$ cat src/rtl/layer_sequencer.sv
// Sequencing controller for one fully-connected layer: forwards host configuration words,
// streams numWeight samples per inference, gathers per-neuron results and hands them out.
module layer_sequencer #(
    parameter int NN        = 1,
    parameter int numWeight = 5,
    parameter int dataWidth = 16,
    parameter int wWidth    = 16,
    parameter int layerNum  = 1,
    parameter int TIMEOUT   = 0
) (
    input  logic                    clk,
    input  logic                    rst,

    input  logic                    cfg_valid,
    output logic                    cfg_ready,
    input  logic                    cfg_is_bias,
    input  logic [31:0]             cfg_neuron,
    input  logic [wWidth-1:0]       cfg_data,

    output logic                    weightValid,
    output logic                    biasValid,
    output logic [wWidth-1:0]       weightValue,
    output logic [wWidth-1:0]       biasValue,
    output logic [31:0]             config_layer_num,
    output logic [31:0]             config_neuron_num,

    input  logic                    s_valid,
    output logic                    s_ready,
    input  logic [dataWidth-1:0]    s_data,

    output logic                    x_valid,
    output logic [dataWidth-1:0]    x_in,

    input  logic [NN-1:0]           o_valid,
    input  logic [NN*dataWidth-1:0] x_out,

    output logic                    m_valid,
    input  logic                    m_ready,
    output logic [NN*dataWidth-1:0] m_data,

    output logic                    busy,
    output logic                    err_timeout
);

    localparam int CntWidth = (numWeight > 1) ? $clog2(numWeight) : 1;

    typedef enum logic [1:0] {StIdle, StStream, StWait, StOutput} state_t;

    state_t                    state_q;
    logic [CntWidth-1:0]       cnt_q;
    logic [NN-1:0]             done_q;
    logic [NN-1:0]             done_next;
    logic [31:0]               wait_cnt_q;
    logic [NN*dataWidth-1:0]   result_q;
    logic                      cfg_accept;
    logic                      s_accept;

    // Config has priority over samples in IDLE, so s_ready drops while cfg_valid is high there.
    assign cfg_ready  = (state_q == StIdle);
    assign s_ready    = (state_q == StStream) || ((state_q == StIdle) && !cfg_valid);
    assign cfg_accept = cfg_valid && cfg_ready;
    assign s_accept   = s_valid && s_ready;
    assign done_next  = done_q | o_valid;

    assign config_layer_num = 32'(layerNum);
    assign busy             = (state_q != StIdle);
    assign m_data           = result_q;

    always_ff @(posedge clk or negedge rst) begin
        if (!rst) begin
            state_q           <= StIdle;
            cnt_q             <= '0;
            done_q            <= '0;
            wait_cnt_q        <= '0;
            result_q          <= '0;
            weightValid       <= 1'b0;
            biasValid         <= 1'b0;
            weightValue       <= '0;
            biasValue         <= '0;
            config_neuron_num <= '0;
            x_valid           <= 1'b0;
            x_in              <= '0;
            m_valid           <= 1'b0;
            err_timeout       <= 1'b0;
        end else begin
            weightValid <= 1'b0;
            biasValid   <= 1'b0;
            x_valid     <= 1'b0;

            if (cfg_accept) begin
                config_neuron_num <= cfg_neuron;
                if (cfg_is_bias) begin
                    biasValid <= 1'b1;
                    biasValue <= cfg_data;
                end else begin
                    weightValid <= 1'b1;
                    weightValue <= cfg_data;
                end
            end

            if (s_accept) begin
                x_valid <= 1'b1;
                x_in    <= s_data;
            end

            unique case (state_q)
                StIdle: begin
                    wait_cnt_q <= '0;
                    if (s_accept) begin
                        if (numWeight == 1) begin
                            cnt_q   <= '0;
                            state_q <= StWait;
                        end else begin
                            cnt_q   <= CntWidth'(1);
                            state_q <= StStream;
                        end
                    end
                end
                StStream: begin
                    wait_cnt_q <= '0;
                    if (s_accept) begin
                        if (cnt_q == CntWidth'(numWeight - 1)) begin
                            cnt_q   <= '0;
                            state_q <= StWait;
                        end else begin
                            cnt_q <= cnt_q + CntWidth'(1);
                        end
                    end
                end
                StWait: begin
                    done_q <= done_next;
                    for (int i = 0; i < NN; i++) begin
                        if (o_valid[i]) begin
                            result_q[i*dataWidth +: dataWidth] <= x_out[i*dataWidth +: dataWidth];
                        end
                    end
                    // Completion beats the watchdog when both land on the same cycle.
                    if (&done_next) begin
                        m_valid <= 1'b1;
                        state_q <= StOutput;
                    end else if ((TIMEOUT > 0) && (wait_cnt_q == 32'(TIMEOUT - 1))) begin
                        err_timeout <= 1'b1;
                        done_q      <= '0;
                        state_q     <= StIdle;
                    end else if (wait_cnt_q != '1) begin
                        wait_cnt_q <= wait_cnt_q + 32'd1;
                    end
                end
                StOutput: begin
                    if (m_ready) begin
                        m_valid <= 1'b0;
                        done_q  <= '0;
                        state_q <= StIdle;
                    end
                end
                default: state_q <= StIdle;
            endcase
        end
    end

endmodule

$ cat config.mk
export PLATFORM = sky130hd
export DESIGN_NAME = layer_sequencer
export DESIGN_NICKNAME = d
export VERILOG_FILES = /design/src/rtl/layer_sequencer.sv
export SDC_FILE = /design/constraint.sdc
export NUM_CORES = 1
export LEC_CHECK = 0
export CAP_MARGIN = 40
export CORE_MARGIN = 5
export CORE_UTILIZATION = 43
export DETAILED_ROUTE_END_ITERATION = 10
export PLACE_DENSITY_LB_ADDON = 0.08
export SLEW_MARGIN = 20
export SYNTH_ARGS = -nofsm -noshare
export SYNTH_HDL_FRONTEND = slang
export SYNTH_SLANG_ARGS = --single-unit
$ cat constraint.sdc
create_clock -name clk -period 3.63 [get_ports clk]
set_input_delay 0.726 -clock clk [delete_from_list [all_inputs] [get_ports clk]]
set_output_delay 0.726 -clock clk [all_outputs]
set_load 0.03 [all_outputs]
==> impl_results.md, run 1 <==
- Critical path required time: 2.90 ns
- Total gr overflow: 0
- Share of cells above drive strength 1: 20.8%
- GR peak layer: met2
- Routed Antenna Nets: 0
- Synth Area in Adders: between 2 and 2.5%
- Routed via count: 3,016
- Ys async rst share: 100%
- M2 GR Usage: 29.0%
- Post-CTS sizing: 0
- Final setup margin: ~0.7 ns
- Critical Setup Path Class: reg -> out
- Flop2flop setup slack: around 1.5 ns
- Min Tclk post-route: 2.93 ns
- Final slew viol count: 0
- CP max-delay cell: clkdlybuf4s50_1
- Wire per inst: roughly 16 um
- Final period util: 80.7%
- Critical path cell sequence: inv_1, ha_1, nor2b_1, or2_2, clkdlybuf4s50_1
- Post-Synth XOR/XNOR Area: 0%
- Compound-Gate Fraction of Synth Area: under 10%
- Num CTS Buffers: 9
- Status: finished, final reports clean
- Global-route wire length before repair: 16,900 um
- Total negative slack: 0 ns
- P_leak: 2.88 nW
- Hold Path Class: in -> async
- Die width: 111 um
- FF+latch count, synth: ~110
- Pre-CTS setup slack: approximately 0.72 ns
- Antenna violations before repair: 0
- Worst R2R Start: state_q[0]
- Die area: 12,300 um2
- Final net count: approximately 600
- Power Dens Cells: 976 nW/um2
- Unrepaired setup endpoints after global routing: no
- Post-synthesis simple-gate area fraction: 6.33%
- Post-CTS setup buffers: 0
- Worst setup SP type: flip-flop
- Max-Cap Viols: 0
- H-tree depth: 3
- Yosys Warn Count: 1
- Setup crit end kind: output port
- DRC Markers: 0
- Final Hold Viols: 0
- Number of port buffers: 189
- Maximum VDD drop: 545 uV
- Post-synth cell types: 28
- Post-synthesis sequential area ratio: ~60%
- CTS tree: built
- Initial DRC count: 93
- Grt met1 use: 19.9%
- Routed Wire Length: roughly 10,000 um
- CP max stage delay: 0.66 ns
- Synthesized area: 4370 um2
- Clk Latency, worst-skew pair: 0.35 ns
- CTS root buf: clkbuf_8
- Initial Utilization: around 44%
- Met3 Usage GRT: under 10%
- Final HPWL DP: 7820 um
- R2r endpoint: state_q[1]
- CTS clock-pin slew for the worst setup and hold paths: 0.10 ns
- Number of global-route vias before repair: 3,211
- Syn avg cell area: 13.4 um2
- First-pass DRT Iterations: 4
- Routability cong.: 0.724
- Synthesized instance count: about 330
- Skew final: ~0.0062 ns
- Largest family of logic cells by synthesized area: multiplexers
- Worst-path fanout max: 5
- Area grow syn2layout: 48.6%
- # hold bufs at CTS: 0
- Pin count of the biggest net entering global routing: 65
- Slew HR: 56.4%
- Post-synthesis mux area share: 21.2%
- R2R depth: 8
- Clk sinks: 106
- Final hold slack: 0.163 ns
- Max Fclk: approximately 340 MHz
- Overall Global Routing Usage: 17.0%
- # setup viols final: 0
- Vias/cell: between 4 and 5
- Core box area: 9820 um2
- EDFF count, synth: 0
- # IOs: 223
- Antenna Cells: 0
- Data arrival time of the worst path: 2.20 ns
- Die Span Y: 111 um
- Main synth FF type: dfrtp_1
- Worst slew pin tran: 0.652 ns
- Clock Path Buffers: 2
- Row count: 36
[how the worst max path moves through the flow]
| stage | slack (ns) | to | depth (start not counted) | startpoint |
|---|---|---|---|---|
| after CTS | 0.66 | s_ready | 5 | state_q[0] |
| after global routing | 0.54 | s_ready | 5 | state_q[0] |
| after detailed placement | 0.72 | s_ready | 4 | cfg_valid |
| final | 0.70 | s_ready | 5 | state_q[0] |
| after floorplan | 1.57 | s_ready | 4 | state_q[0] |
| after global placement | 0.73 | s_ready | 4 | cfg_valid |
[cells in the mapped netlist (2+ instances only)]
cell type,count,area (um2)
a21oi_1,3,15.0
buf_2,6,30.0
buf_4,35,263
conb_1,2,7.51
dfrtp_1,106,2650
ha_1,7,87.6
inv_1,8,30.0
mux2_2,80,901
nand2_1,54,203
nand3_1,2,10.0
nor2_1,2,7.51
o21ai_0,2,10.0
o21ai_2,2,17.5
o2bb2ai_1,2,17.5
[flip-flops by register name (all words and copies together) (netlist names)]
signal             count
biasValid              1
biasValue             16
cnt_q                  3
config_neuron_num     32
done_q                 1
m_data                16
m_valid                1
state_q                2
weightValid            1
weightValue           16
x_in                  16
x_valid                1
[cell usage in the layout (no fill, tap or decap), drive strengths merged]
master and instances:
bufinv 1, clkinvlp 1, ha 7, nand4b 1, or2 1, mux2 81, nand2 54, nor2 3
inv 10, o2bb2ai 2, clkbuf 10, mux2i 1, clkinv 3, nand4 1, a21oi 3, nor3b 1
conb 33, o21ai 4, nor2b 1, a222oi 1, nand3 3, buf 6, a31oi 1, clkdlybuf4s50 188
dfrtp 106
[critical path: cells and delay by family, from the launching register on]
family	cells	cell delay, ns
adders and majority gates	1	0.29
buffers and inverters	2	0.79
DFF	1	0.41
and+or+nand+nor	2	0.36
[power breakdown]
group / switching (mW) / internal [mW] / total [mW]
registers: 0.293 / 1.77 / 2.06
clock network: 0.400 / 0.340 / 0.740
logic: 1.95 / 1.60 / 3.54
total: 2.64 / 3.70 / 6.34
[per-layer routing]
layer / part of all wire, % / vias to the layer above / routed length [um]
met4: 1.0 / 0 / 104
met5: 0 / - / 0
met1: 40 / 1472 / 4110
met3: 9.3 / 10 / 955
met2: 50 / 130 / 5150
li1: - / 1404 / -
[stage by stage]
step | cell area (um2) | std cells | power (mW) | util [%]
2_1_floorplan | 4480 | 356 | 4.17 | -
3_3_place_gp | 6260 | 639 | 5.58 | 63.8
3_5_place_dp | 6260 | 639 | 5.66 | 63.8
4_1_cts | 6460 | 655 | 6.41 | 65.8
5_1_grt | 6490 | 656 | 6.70 | 66.1
6_report | 6490 | 656 | 6.34 | 66.1
[cells by family (layout without fill, tap and decap cells)]
logic type,Yosys count,after routing
adder cells (fa/ha/maj),7,7
other,2,33
buffers and inverters,52,219
AND/OR/NAND/NOR,65,65
multiplexers,82,82
AO/OA/AOI/OAI,11,11
flip-flops,106,106
[layout make-up]
type                            instances  area [um2]
Multi-Input combinational cell        198        1490
Tap cell                              133         166
Timing Repair Buffer                  194        1950
Clock buffer                           10         138
Clock inverter                          6        65.1
Sequential cell                       106        2650
Inverter                                9        33.8
Fill cell                             796        3330
Power figures use the tool's default switching activity.
==> run 2, diff against run 1 <==
- CORE_UTILIZATION: 43 -> 36
- clock period: 3.63 -> 2.5 ns (I/O delays scaled with it)
==> impl_results.md, run 2 (synthesis results as in run 1) <==
- Final net count: 617 (was 612)
- Antenna Cells: 0 (unchanged)
- Critical Setup Path Class: reg -> out (unchanged)
- Total Power Consumption: 9.83 mW (was 6.34 mW)
- Hold Path Class: in -> async (unchanged)
- Num CTS Buffers: 9 (unchanged)
- Clk Latency, worst-skew pair: 0.34 ns (was 0.35 ns)
- Min Tclk post-route: 2.38 ns
- Commonest cells after routing, fill and taps aside: clkdlybuf4s50_1 (186), dfrtp_1 (106), mux2_2 (80) (was clkdlybuf4s50_1 (188), dfrtp_1 (106), mux2_2 (80))
- Data arrival time of the worst path: 1.88 ns (was 2.20 ns)
- Final period util: 95.2%
- Pin count of the biggest net entering global routing: 40 (was 65)
- Post-Place Cells: 659 (was 639)
- Final hold slack: 0.136 ns (was 0.163 ns)
- Global-route wire length before repair: 16,600 um (was 16,900 um)
- Routed Wire Length: 10,500 um (was 10,300 um)
- Worst slew pin tran: 0.540 ns (was 0.652 ns)
- Routed Antenna Nets: 0 (unchanged)
- Worst-path fanout max: 4 (was 5)
- R2r endpoint: state_q[1] (unchanged)
- Routed via count: 3,022 (was 3,016)
- Antenna violations before repair: 0 (unchanged)
- Design area: 6710 um2 (was 6490 um2)
- Final slew viol count: 0 (unchanged)
- CTS tree: built (unchanged)
- Pre-CTS setup slack: 0.0842 ns (was 0.722 ns)
- Max Fclk: ~420 MHz
- Row count: 40 (was 36)
- # IOs: 223 (unchanged)
- Largest Register: config_neuron_num (unchanged)
- Fin util: 56.1% (was 66.1%)
- Total gr overflow: 0 (unchanged)
- CTS clock-pin slew for the worst setup and hold paths: 0.07 ns (was 0.10 ns)
- Final HPWL DP: 7880 um (was 7820 um)
- Total negative slack: 0 ns (unchanged)
- Vias/cell: 4.48 (was 4.60)
- Die Span Y: 120 um (was 111 um)
- Share of cells above drive strength 1: 21.6% (was 20.8%)
- Worst R2R Start: state_q[1] (was state_q[0])
- Area grow syn2layout: 53.7% (was 48.6%)
- Finished Layout Cells: 675 (was 656)
- Maximum VDD drop: 646 uV (was 545 uV)
- Unrepaired setup endpoints after global routing: no (unchanged)
- Overall Global Routing Usage: 14.5% (was 17.0%)
- Skew final: 0.00823 ns (was 0.00620 ns)
- Wire per inst: 15.6 um (was 15.7 um)
- R2R depth: 6 (was 8)
- Critical path required time: 2.00 ns (was 2.90 ns)
- Number of global-route vias before repair: 3,185 (was 3,211)
- Routability cong.: 0.753 (was 0.724)
- First-pass DRT Iterations: 4 (unchanged)
- Flop2flop setup slack: 0.64 ns (was 1.49 ns)
- Slew HR: 64.0% (was 56.4%)
- Core box area: 12,000 um2 (was 9820 um2)
- Setup crit end kind: output port (unchanged)
- DRC Markers: 0 (unchanged)
- Initial Utilization: 36.5% (was 44.5%)
- Number of port buffers: 189 (unchanged)
- Clk sinks: 106 (unchanged)
- # setup viols final: 0 (unchanged)
- Initial DRC count: 111 (was 93)
- Status: finished, final reports clean (unchanged)
- Post-CTS setup buffers: 0 (unchanged)
- CTS root buf: clkbuf_16 (was clkbuf_8)
- # hold bufs at CTS: 0 (unchanged)
- Max-Cap Viols: 0 (unchanged)
- Placed cell areas: 6360 um2 (was 6260 um2)
- P_leak: 2.99 nW (was 2.88 nW)
- Commonest non-fill, non-tap cell in the layout: clkdlybuf4s50_1 (unchanged)
- Clock Path Buffers: 2 (unchanged)
- Die width: 120 um (was 111 um)
- H-tree depth: 3 (unchanged)
- Final setup margin: 0.120 ns (was 0.702 ns)
- Final Hold Viols: 0 (unchanged)
- Worst setup SP type: flip-flop (unchanged)
- Max reg flops: 32 (unchanged)
- Die area: 14,400 um2 (was 12,300 um2)
- Power Dens Cells: 1460 nW/um2 (was 976 nW/um2)
run 2: cell count changes in the layout (fill, tap and decap cells not counted), sizes merged:
cell / change
dlymetal6s2s: +1
clkdlybuf4s50: -2
inv: +2
bufinv: +2
clkbuf: -1
clkinv: -3
buf: +5
dlygate4sd2: +1
run 2: where the power goes:
| part | leakage (nW) | total [mW] | switching, mW | internal (mW) |
|---|---|---|---|---|
| registers | 1.27 | 2.99 | 0.424 | 2.57 |
| logic | 1.55 | 5.18 | 2.83 | 2.35 |
| clock network | 0.167 | 1.65 | 0.662 | 0.991 |
| total | 2.99 | 9.83 | 3.92 | 5.91 |
run 2: final cells by class:
| class | instances | area (um2) |
|---|---|---|
| inverters | 9 | 33.8 |
| clock inverters | 7 | 124 |
| flip-flops and latches | 106 | 2650 |
| repair buffers | 199 | 2000 |
| well taps | 147 | 184 |
| multi-input cells | 198 | 1490 |
| clock buffers | 9 | 225 |
| fillers | 1047 | 5250 |
run 2: worst max path at each step:
stage | startpoint | end | slack, ns | cells after the start
2_1_floorplan | state_q[0] | weightValue[10] | 0.51 | 6
3_3_place_gp | cfg_valid | s_ready | 0.09 | 4
3_5_place_dp | cfg_valid | s_ready | 0.08 | 4
4_1_cts | state_q[0] | busy | 0.0007 | 5
5_1_grt | state_q[1] | cfg_ready | 0.04 | 4
6_report | state_q[0] | cfg_ready | 0.12 | 4
run 2: repair_timing:
| action | 4_1_cts | 5_1_grt |
|---|---|---|
| endpoints found under the setup margin | 1 | 1 |
| pin swaps | 0 | 0 |
| hold endpoints to repair | 0 | 0 |
| gates resized for setup | 1 | 1 |
run 2: critical path, stage by stage (launching register included):
cell and delay (ns):
dfrtp_1 0.40, inv_1 0.13, ha_1 0.20, buf_4 0.14
clkdlybuf4s50_1 0.67
run 2: layer usage:
metal | vias to the layer above | wire, um | GRT usage (%)
met3 | 10 | 958 | 5.00
met4 | 0 | 136 | 4.94
met2 | 121 | 5210 | 24.7
met5 | - | 0 | 0
met1 | 1467 | 4240 | 17.0
li1 | 1424 | - | -
==> run 3, diff against run 2 <==
- CORE_MARGIN: 5 -> 2
==> impl_results.md, run 3 (synthesis results as in run 1) <==
- Final slew viol count: 0 (unchanged)
- Worst-path fanout max: 5 (was 4)
- Placed cell areas: 6330 um2 (was 6360 um2)
- # setup viols final: 0 (unchanged)
- Commonest non-fill, non-tap cell in the layout: clkdlybuf4s50_1 (unchanged)
- Final net count: 615 (was 617)
- Share of cells above drive strength 1: 21.3% (was 21.6%)
- Critical Setup Path Class: reg -> out (unchanged)
- Max-Cap Viols: 0 (unchanged)
- Wire per inst: 14.4 um (was 15.6 um)
- Antenna violations before repair: 0 (unchanged)
- Core box area: 11,900 um2 (was 12,000 um2)
- DRC Markers: 0 (unchanged)
- CTS clock-pin slew for the worst setup and hold paths: 0.07 ns (about the same)
- First-pass DRT Iterations: 4 (unchanged)
- Critical path cell sequence: inv_1, ha_1, clkdlybuf4s50_1 (was inv_1, ha_1, buf_4, clkdlybuf4s50_1)
- Clk sinks: 106 (unchanged)
- Area grow syn2layout: 52.0% (was 53.7%)
- Clk Latency, worst-skew pair: 0.35 ns (was 0.34 ns)
- Clock Path Buffers: 2 (unchanged)
- Die width: 114 um (was 120 um)
- Die Span Y: 114 um (was 120 um)
- P_leak: 2.94 nW (was 2.99 nW)
- Status: finished, final reports clean (unchanged)
- Design area: 6640 um2 (was 6710 um2)
- Power Dens Cells: 1440 nW/um2 (was 1460 nW/um2)
- Max reg flops: 32 (unchanged)
- Hold Path Class: in -> async (unchanged)
- Worst setup SP type: flip-flop (unchanged)
- Commonest cells after routing, fill and taps aside: clkdlybuf4s50_1 (186), dfrtp_1 (106), mux2_2 (80) (unchanged)
- Antenna Cells: 0 (unchanged)
- Initial DRC count: 74 (was 111)
- Maximum VDD drop: 733 uV (was 646 uV)
- FILL cells: 1,028 (was 1,047)
- Routed via count: 2,998 (was 3,022)
- Post-Place Cells: 657 (was 659)
- Row count: 40 (unchanged)
- CP max stage delay: 0.72 ns (was 0.67 ns)
- Initial Utilization: 36.7% (was 36.5%)
- CP max-delay cell: clkdlybuf4s50_1 (unchanged)
- Total gr overflow: 0 (unchanged)
- Fin util: 55.7% (was 56.1%)
- CTS tree: built (unchanged)
- Final period util: 95.4% (was 95.2%)
- Data arrival time of the worst path: 1.88 ns (about the same)
- Num CTS Buffers: 9 (unchanged)
- Routed Wire Length: 9680 um (was 10,500 um)
- Routability cong.: 0.697 (was 0.753)
- Vias/cell: 4.45 (was 4.48)
- Overall Global Routing Usage: 15.7% (was 14.5%)
- Number of port buffers: 189 (unchanged)
- Die area: 13,000 um2 (was 14,400 um2)
- Final HPWL DP: 7030 um (was 7880 um)
- Min Tclk post-route: 2.38 ns (about the same)
- Finished Layout Cells: 673 (was 675)
- Number of global-route vias before repair: 3,067 (was 3,185)
- Total negative slack: 0 ns (unchanged)
- CP bufs+invs: 2 (was 3)
- Routed Antenna Nets: 0 (unchanged)
- Flop2flop setup slack: 0.68 ns (was 0.64 ns)
- Final Hold Viols: 0 (unchanged)
- Global-route wire length before repair: 15,600 um (was 16,600 um)
- CTS root buf: clkbuf_16 (unchanged)
- Unrepaired setup endpoints after global routing: no (unchanged)
- Critical path required time: 2.00 ns (about the same)
- Setup crit end kind: output port (unchanged)
- Largest Register: config_neuron_num (unchanged)
- Skew final: 0.00659 ns (was 0.00823 ns)
- Critical path's top delay family: buffers and inverters (unchanged)
- Max Fclk: 419 MHz (was 420 MHz)
- # IOs: 223 (unchanged)
- Pin count of the biggest net entering global routing: 45 (was 40)
- H-tree depth: 3 (unchanged)
run 3: timing repair:
item,in CTS,in global routing
setup buffers,0,0
endpoints found under the setup margin,0,1
hold buffers,0,0
gates resized for setup,0,1
run 3: path summary, 6_finish.rpt:
check | startpoint | endpoint | depth (start not counted)
max | state_q[0] | cfg_ready | 3
min | rst | x_in[1] | 1
max reg2reg | state_q[0] | config_neuron_num[20] | 5
min reg2reg | x_in[12] | x_in[12] | 2
max in group asynchronous | rst | config_neuron_num[24] | 2
min in group clk | x_in[12] | x_in[12] | 2
run 3: layer usage:
layer	vias to the layer above	global-route usage, %	routed length [um]
met5	-	0	0
li1	1408	-	-
met4	0	6.10	156
met2	124	25.9	4840
met3	11	6.67	927
met1	1455	18.1	3760
run 3: area by class of cell:
cell class	instances	area [um2]	area share, %
repair buffers	197	1970	29.7
well taps	147	184	2.77
clock buffers	11	243	3.66
flip-flops and latches	106	2650	39.9
multi-input cells	198	1490	22.4
clock inverters	5	62.6	0.942
inverters	9	33.8	0.509
run 3: stage by stage:
stage                     hold slack [ns]  setup WS (ns)  power, mW
final                              0.0524          0.116       9.55
after global routing               0.0544         0.0212       10.1
after CTS                          0.0450         0.0440       9.70
after detailed placement            0.430          0.412       8.20
after global placement              0.428          0.422       8.13
after floorplan                     0.204          0.508       6.05
run 3: report_power, final:
part	internal [mW]	switching, mW
registers	2.57	0.413
clock network	0.810	0.638
logic	2.33	2.79
total	5.71	3.84
